<file path="src/rtl/modexp.sv">
// modexp: constant-time left-to-right square-and-multiply modular exponentiation M^E mod N
// built on a bit-serial interleaved shift-add modular multiplier.
module modexp #(
    parameter int DATA_WIDTH = 32
) (
    input  logic                  clock,
    input  logic                  reset,
    input  logic                  enable,
    input  logic [DATA_WIDTH-1:0] datain,
    input  logic [DATA_WIDTH-1:0] modulusin,
    input  logic [DATA_WIDTH-1:0] keyin,
    output logic [DATA_WIDTH-1:0] dataout,
    output logic                  ready,
    output logic                  err
);
    localparam int CW = $clog2(DATA_WIDTH);
    localparam logic [CW-1:0] TOP = CW'(DATA_WIDTH - 1);

    typedef enum logic [2:0] {IDLE, LOAD, SQR, MUL, DONE} state_t;

    state_t                r_state;
    logic [DATA_WIDTH-1:0] r_m, r_n, r_e, r_r;
    logic [DATA_WIDTH:0]   r_acc;
    logic [CW-1:0]         r_cnt, r_idx;

    logic [DATA_WIDTH-1:0] w_y;
    logic [DATA_WIDTH:0]   w_n1, w_a2, w_t1, w_t2, w_t3;

    // Multiplicand is always R; the multiplier is R when squaring, M when multiplying.
    assign w_y  = (r_state == SQR) ? r_r : r_m;
    assign w_n1 = {1'b0, r_n};
    assign w_a2 = {r_acc[DATA_WIDTH-1:0], 1'b0};
    assign w_t1 = (w_a2 >= w_n1) ? w_a2 - w_n1 : w_a2;
    assign w_t2 = w_t1 + (w_y[r_cnt] ? {1'b0, r_r} : '0);
    assign w_t3 = (w_t2 >= w_n1) ? w_t2 - w_n1 : w_t2;

    always_ff @(posedge clock or posedge reset) begin
        if (reset) begin
            r_state <= IDLE;
            r_m     <= '0;
            r_n     <= '0;
            r_e     <= '0;
            r_r     <= '0;
            r_acc   <= '0;
            r_cnt   <= '0;
            r_idx   <= '0;
            dataout <= '0;
            ready   <= 1'b0;
            err     <= 1'b0;
        end else begin
            case (r_state)
                IDLE: if (enable) r_state <= LOAD;
                LOAD: begin
                    r_m   <= datain;
                    r_n   <= modulusin;
                    r_e   <= keyin;
                    r_r   <= DATA_WIDTH'(1);
                    r_idx <= TOP;
                    r_cnt <= TOP;
                    r_acc <= '0;
                    err   <= 1'b0;
                    if (modulusin < DATA_WIDTH'(2)) begin
                        dataout <= '0;
                        ready   <= 1'b1;
                        r_state <= DONE;
                    end else if (datain >= modulusin) begin
                        dataout <= '0;
                        err     <= 1'b1;
                        ready   <= 1'b1;
                        r_state <= DONE;
                    end else begin
                        r_state <= SQR;
                    end
                end
                SQR: begin
                    r_acc <= (r_cnt == '0) ? '0 : w_t3;
                    r_cnt <= (r_cnt == '0) ? TOP : r_cnt - 1'b1;
                    if (r_cnt == '0) begin
                        r_r     <= w_t3[DATA_WIDTH-1:0];
                        r_state <= MUL;
                    end
                end
                MUL: begin
                    r_acc <= (r_cnt == '0) ? '0 : w_t3;
                    r_cnt <= (r_cnt == '0) ? TOP : r_cnt - 1'b1;
                    // The product is always computed; only its use depends on the key bit.
                    if (r_cnt == '0) begin
                        if (r_e[r_idx]) r_r <= w_t3[DATA_WIDTH-1:0];
                        if (r_idx == '0) begin
                            dataout <= r_e[0] ? w_t3[DATA_WIDTH-1:0] : r_r;
                            ready   <= 1'b1;
                            r_state <= DONE;
                        end else begin
                            r_idx   <= r_idx - 1'b1;
                            r_state <= SQR;
                        end
                    end
                end
                DONE: begin
                    if (!enable) begin
                        ready   <= 1'b0;
                        r_state <= IDLE;
                    end
                end
                default: r_state <= IDLE;
            endcase
        end
    end
endmodule

</file>
<file path="config.mk">
export PLATFORM = sky130hd
export DESIGN_NAME = modexp
export DESIGN_NICKNAME = d
export VERILOG_FILES = /design/src/rtl/modexp.sv
export SDC_FILE = /design/constraint.sdc
export NUM_CORES = 1
export LEC_CHECK = 0
export ABC_AREA = 1
export BUFFER_PORTS_ARGS = -buffer_cell sky130_fd_sc_hd__clkbuf_2
export CAP_MARGIN = 20
export CORE_MARGIN = 5
export CORE_UTILIZATION = 60
export DETAILED_ROUTE_END_ITERATION = 10
export GPL_TIMING_DRIVEN = 0
export PLACE_DENSITY = 0.8
export SLEW_MARGIN = 20
export SYNTH_ARGS = -nofsm -noshare
export SYNTH_HDL_FRONTEND = slang
export SYNTH_SLANG_ARGS = --single-unit
</file>
<file path="constraint.sdc">
create_clock -name clock -period 12 [get_ports clock]
set_input_delay 0.6 -clock clock [delete_from_list [all_inputs] [get_ports clock]]
set_output_delay 0.6 -clock clock [all_outputs]
set_load 0.005 [all_outputs]
</file>
==> results of run 1 <==
==> flip-flops by register name (all words and copies together), names as in the netlist <==
| name | count |
|---|---|
| err | 1 |
| r_r | 32 |
| r_idx | 5 |
| r_cnt | 5 |
| dataout | 32 |
| r_n | 32 |
| r_acc | 32 |
| r_m | 32 |
| r_e | 32 |
| ready | 1 |
| r_state | 3 |
==> metrics by stage <==
stage | utilization | setup slack, ns | hold slack (ns)
6_report | 0.6772 | 4.475 | 0.07275
5_1_grt | 0.6772 | 4.028 | 0.1073
4_1_cts | 0.6772 | 4.669 | 0.08681
3_5_place_dp | 0.6470 | 4.723 | 0.4556
3_3_place_gp | 0.6448 | 3.546 | 0.4517
2_1_floorplan | - | 5.748 | 0.4367
==> worst paths after layout <==
kind	end	slack, ns	cells after the start
max in group asynchronous	dataout[4]$_DFFE_PP0P_	11.15	3
worst min-delay path	dataout[30]$_DFFE_PP0P_	0.07	2
worst max-delay path	r_acc[24]$_DFFE_PP0P_	4.48	35
worst min register to register	r_e[25]$_DFFE_PP0P_	0.47	2
min in group clock	r_e[6]$_DFFE_PP0P_	0.25	3
worst max register to register	r_acc[24]$_DFFE_PP0P_	4.48	35
==> worst max-delay path, delay by kind of cell (launching register included) <==
family | cells | cell delay (ns)
XOR/XNOR | 1 | 0.27
buffers and inverters | 6 | 1.68
AND/OR/NAND/NOR | 19 | 2.39
adder cells (fa/ha/maj) | 4 | 1.36
flip-flops | 1 | 0.36
AO/OA/AOI/OAI | 5 | 1.38
==> synthesized netlist by cell type, types with 2 or more instances <==
cell type,n
nand2_1,937
inv_1,289
nor2_1,224
dfrtp_1,207
nand3_1,169
o21ai_0,166
a21oi_1,153
ha_1,131
nand4_1,59
clkbuf_1,50
xor2_1,40
xnor2_1,30
buf_2,29
o211ai_1,24
o21bai_1,20
nor3_1,14
a21o_1,12
nand2_2,10
nor4_1,9
o21ai_1,9
buf_1,7
inv_2,7
o22ai_1,7
or2_1,7
or2_2,7
a31oi_1,6
o21a_1,6
a21boi_0,5
a211oi_1,3
and3_1,3
buf_4,3
fa_1,3
nor3_2,3
a22oi_1,2
nand3_2,2
nand3b_1,2
nor2_2,2
==> final cells by class <==
type	count	area, um2
fillers	2560	9239
well taps	384	480.5
clock inverters	10	171.4
flip-flops and latches	207	5180
plain buffers	91	397.9
repair buffers	134	715.7
multi-input cells	2075	10620
inverters	297	1122
clock buffers	33	695.7
==> routing by layer <==
metal / vias up / global-route usage / routed length (um)
li1: 8982 / - / -
met1: 8915 / 0.5231 / 25960
met2: 1201 / 0.6274 / 29090
met3: 246 / 0.1041 / 7975
met4: 0 / 0.2219 / 4654
met5: - / 0 / 0
==> cell families (layout without fill, tap and decap cells) <==
| logic type | after synthesis | in the layout | share of synthesized area |
|---|---|---|---|
| AND/OR/NAND/NOR | 1453 | 1453 | 0.3467 |
| AO/OA/AOI/OAI | 418 | 418 | 0.1332 |
| buffers and inverters | 388 | 565 | 0.08736 |
| flip-flops | 207 | 207 | 0.2992 |
| adder cells (fa/ha/maj) | 134 | 134 | 0.09813 |
| XOR/XNOR | 70 | 70 | 0.03541 |
==> impl_metrics.tcl, run 1 <==
set metrics [dict create \
    avgRoutedWirePerCell_um 20.95 \
    finalClockSkew_ns 0.01347 \
    period_share 0.6271 \
    via_per_inst 5.987 \
    fin_crit_ns 7.525 \
    worst-endpoint-required_ns 12.49 \
    fmaxAchievable_ghz 0.1329 \
    critPathCaptureType "flip-flop" \
    gp_congestion 1.069 \
    placed_area_mm2 0.01852 \
    rr_startpoint "r_n[28]$_DFFE_PP0P_" \
    portBuffers 132 \
    arrival_ns 8.01 \
    dieWidth_um 179.9 \
    grt_max_degree 90 \
    hold_viol 0 \
    cts_made_buffers 25 \
    status "complete, no violations" \
    cts_resized 0 \
    syn_inst 2670 \
    synth_edf_count 0 \
    drc 0 \
    crit_fanout 10 \
    n_antenna_cell 0 \
    routed_wl_um 67680 \
    tritoncts "yes" \
    post_layout_nonfiller_instances 3231 \
    mostFrequentLayoutCell "nand2_1" \
    yosysUniqueCellTypes 50 \
    cts_num_sinks 207 \
    synth_ff_type "dfrtp_1" \
    synth_nets 2903 \
    core_mm2 0.02863 \
    dieHeight_um 179.9 \
    async_flop_share 1.000 \
    final.setup.tns_ns 0 \
    start_kind "flip-flop" \
    antenna_found_initial 0 \
    dpl.hpwl_um 55640 \
    cts-root-buf "clkbuf_16" \
    grt_pass1_wl_um 103500 \
    clockBufferDepth 3 \
    die_area_mm2 0.03236 \
    gr-total-overflow 0 \
    synth.top_cell.area_share 0.2992 \
    syn_area_mm2 0.01732 \
    num-nets-final 3064 \
    hold_buffers 0 \
    hp-class "primary input to async pin" \
    dr.pass1.iters 6 \
    row_count 62 \
    post_cts_buffers 0 \
    max_cap_violations 0 \
    first_global_vias 18800 \
    ioPinCount 133 \
    relSlewSlack 0.4350 \
    place_inst 3188 \
    yosys_warnings 0 \
    slew_violations 0 \
    startpoint "r_n[28]$_DFFE_PP0P_" \
    mostFrequentLayoutCells "nand2_1, inv_1, nor2_1" \
    clkLatencyLatePin_ns 0.55 \
    synth.avg_cell_area_um2 6.485 \
    drive_gt1_frac 0.08500 \
    cp_slowest_cell "clkbuf_1" \
    rsz0062_at_grt "false" \
    start_util 0.6049 \
    post-route-cell-area_mm2 0.01939 \
    worstMarginPinSlew_ns 0.8475 \
    ant_nets 0 \
    htreeDepth 1 \
    vias 19344 \
    grt_use_total 0.4060 \
    drt_iter0_drc 2670 \
    area_growth_pct 11.96 \
    setup_violations 0 \
    crit_path_max_incr_delay_ns 0.50 \
    synthTopCellsByArea "dfrtp_1, nand2_1, ha_1, inv_1, nand3_1" \
    clk_pin_slew_ns 0.06 \
    ys_seq_area_frac 0.2992 \
    synth_top_area_cell "dfrtp_1" \
    worst-setup-path-type "flip-flop to flip-flop" \
    synth_seq_cells 207 \
    cp_common_cell "nand2_1" \
]
Power of run 1 is left out: the tool's default activity adds up to more than one toggle a clock period on the data nets, which glitch-free logic cannot reach.
==> inputs of run 2 (changes only) <==
- CORE_UTILIZATION: 60 -> 56
- PLACE_DENSITY: 0.8 -> 0.78
- clock period: 12 -> 6.9 ns (I/O delays scaled with it)
==> run 2 against run 1 <==
Effect of this change:
- sequential share of layout area is 0.34 points lower
- clock skew is 0.0095 ns higher
- routed wire length is 0.62% lower
- hold slack worse by 0.064 ns
- worst setup slack worse by 4.2 ns
- final cell count is 0.74% higher
- critical path depth stayed put
- global-route usage is 2.5 points lower
==> impl_metrics.tcl, run 2 (synthesis gave the netlist of run 1 again) <==
set metrics [dict create \
    status "complete, no violations" \
    worst_r2r_path_depth 35 \
    grt_pass1_wl_um 100000 \
    cts_num_sinks 207 \
    dpl.hpwl_um 56030 \
    gr-total-overflow 0 \
    core_mm2 0.03059 \
    ant_nets 0 \
    fin_crit_ns 6.656 \
    crit_path_max_incr_delay_ns 0.37 \
    drc 0 \
    num-nets-final 3074 \
    avgRoutedWirePerCell_um 20.66 \
    clockBufferDepth 3 \
    mostFrequentLayoutCells "nand2_1, inv_1, nor2_1" \
    cts_made_buffers 24 \
    pre_cts_slack_ns -0.2837 \
    setup_violations 0 \
    rr_endpoint "r_acc[22]$_DFFE_PP0P_" \
    worstMarginPinSlew_ns 0.8493 \
    critical-path-top-delay-family "simple AND/OR/NAND/NOR gates" \
    row_count 64 \
    area_growth_pct 13.44 \
    crit_end "r_acc[22]$_DFFE_PP0P_" \
    arrival_ns 7.06 \
    cp_common_cell "nand2_1" \
    drt_iter0_drc 2178 \
    finalClockSkew_ns 0.02295 \
    startpoint "r_n[29]$_DFFE_PP0P_" \
    layout.area.seq_mm2 0.005181 \
    place_inst 3199 \
    worst-setup-path-type "flip-flop to flip-flop" \
    n_antenna_cell 0 \
    portBuffers 132 \
    dieWidth_um 185.8 \
    critPathCaptureType "flip-flop" \
    cp_slowest_cell "ha_1" \
    die_area_mm2 0.03454 \
    worst_slack_ns 0.2438 \
    worst-endpoint-required_ns 7.30 \
    post_layout_nonfiller_instances 3255 \
    path_buf_inv 5 \
    dieHeight_um 185.8 \
    via_per_inst 5.812 \
    slew_violations 0 \
    relSlewSlack 0.4338 \
    mostFrequentLayoutCell "nand2_1" \
    clk_pin_slew_ns 0.06 \
    crit_fanout 10 \
    hold_viol 0 \
    cts-root-buf "clkbuf_16" \
    rrSetupSlack_ns 0.24 \
    grt_max_degree 106 \
    start_kind "flip-flop" \
    grt_use_total 0.3810 \
    vias 18918 \
    ioPinCount 133 \
    fmaxAchievable_ghz 0.1502 \
    routed_wl_um 67260 \
    hp-class "primary input to flip-flop" \
    clkLatencyLatePin_ns 0.55 \
    first_global_vias 17821 \
    start_util 0.5661 \
    nFillCells 2899 \
    htreeDepth 1 \
    drive_gt1_frac 0.09934 \
    period_share 0.9647 \
    tritoncts "yes" \
    max_cap_violations 0 \
    multi_input_area_mm2 0.01080 \
    antenna_found_initial 1 \
    dr.pass1.iters 6 \
    rr_startpoint "r_n[29]$_DFFE_PP0P_" \
    path_depth 35 \
    gp_congestion 1.107 \
]
[run 2: changes by cell type in the layout (fill, tap and decap cells not counted), sizes merged]
| cell | previous run | this run |
|---|---|---|
| buf | 42 | 46 |
| clkinv | 5 | 8 |
| dlygate4sd3 | 0 | 8 |
| clkbuf | 216 | 215 |
| clkinvlp | 1 | 5 |
| inv | 297 | 294 |
| bufinv | 4 | 1 |
[run 2: tightest hold or removal path: stages]
cell and delay, ns:
clkbuf_2 0.08, nand2_1 0.04, nand2_1 0.05
[run 2: how the worst min path moves through the flow]
stage | startpoint | endpoint | cells past startpoint | slack [ns]
6_report | keyin[20] | r_e[20]$_DFFE_PP0P_ | 3 | 0.008
5_1_grt | keyin[20] | r_e[20]$_DFFE_PP0P_ | 3 | 0.01
4_1_cts | keyin[20] | r_e[20]$_DFFE_PP0P_ | 3 | 0.0006
3_5_place_dp | r_e[18]$_DFFE_PP0P_ | r_e[18]$_DFFE_PP0P_ | 2 | 0.46
3_3_place_gp | r_e[21]$_DFFE_PP0P_ | r_e[21]$_DFFE_PP0P_ | 2 | 0.45
2_1_floorplan | r_e[10]$_DFFE_PP0P_ | r_e[10]$_DFFE_PP0P_ | 2 | 0.44
[run 2: what timing repair did]
item,CTS,global route
hold buffers,8,0
setup buffers,0,4
gates cloned,0,0
resized for setup,8,40
pin swaps,0,1
hold endpoints to repair,87,0
endpoints found under the setup margin,95,96
[run 2: through the flow]
stage / TNS, ns / area [um2] / hold slack [ns] / util
global placement: -249.86 / 18470 / 0.4504 / 0.6039
global route: -0.02866 / 19640 / 0.01467 / 0.6421
finish: 0 / 19640 / 0.008249 / 0.6421
floorplan: 0 / 17320 / 0.4367 / -
detailed placement: -10.36 / 18510 / 0.4577 / 0.6050
CTS: 0 / 19410 / 0.0006387 / 0.6347
[run 2: area by class of cell]
| cell class | instances | share of cell area |
|---|---|---|
| Buffer | 91 | 0.02070 |
| Clock buffer | 33 | 0.03484 |
| Clock inverter | 11 | 0.006051 |
| Inverter | 297 | 0.05790 |
| Multi-Input combinational cell | 2075 | 0.5496 |
| Sequential cell | 207 | 0.2638 |
| Tap cell | 396 | 0.02522 |
| Timing Repair Buffer | 145 | 0.04191 |
[run 2: metal layers]
metal  vias to the layer above  wire, um  track usage
met5                         -        12            0
met4                         2      4114       0.1862
met3                       184      7019      0.05667
met2                      1005     27220       0.5601
met1                      8733     28890       0.5496
li1                       8994         -            -
Power of run 2 is left out for the same reason.
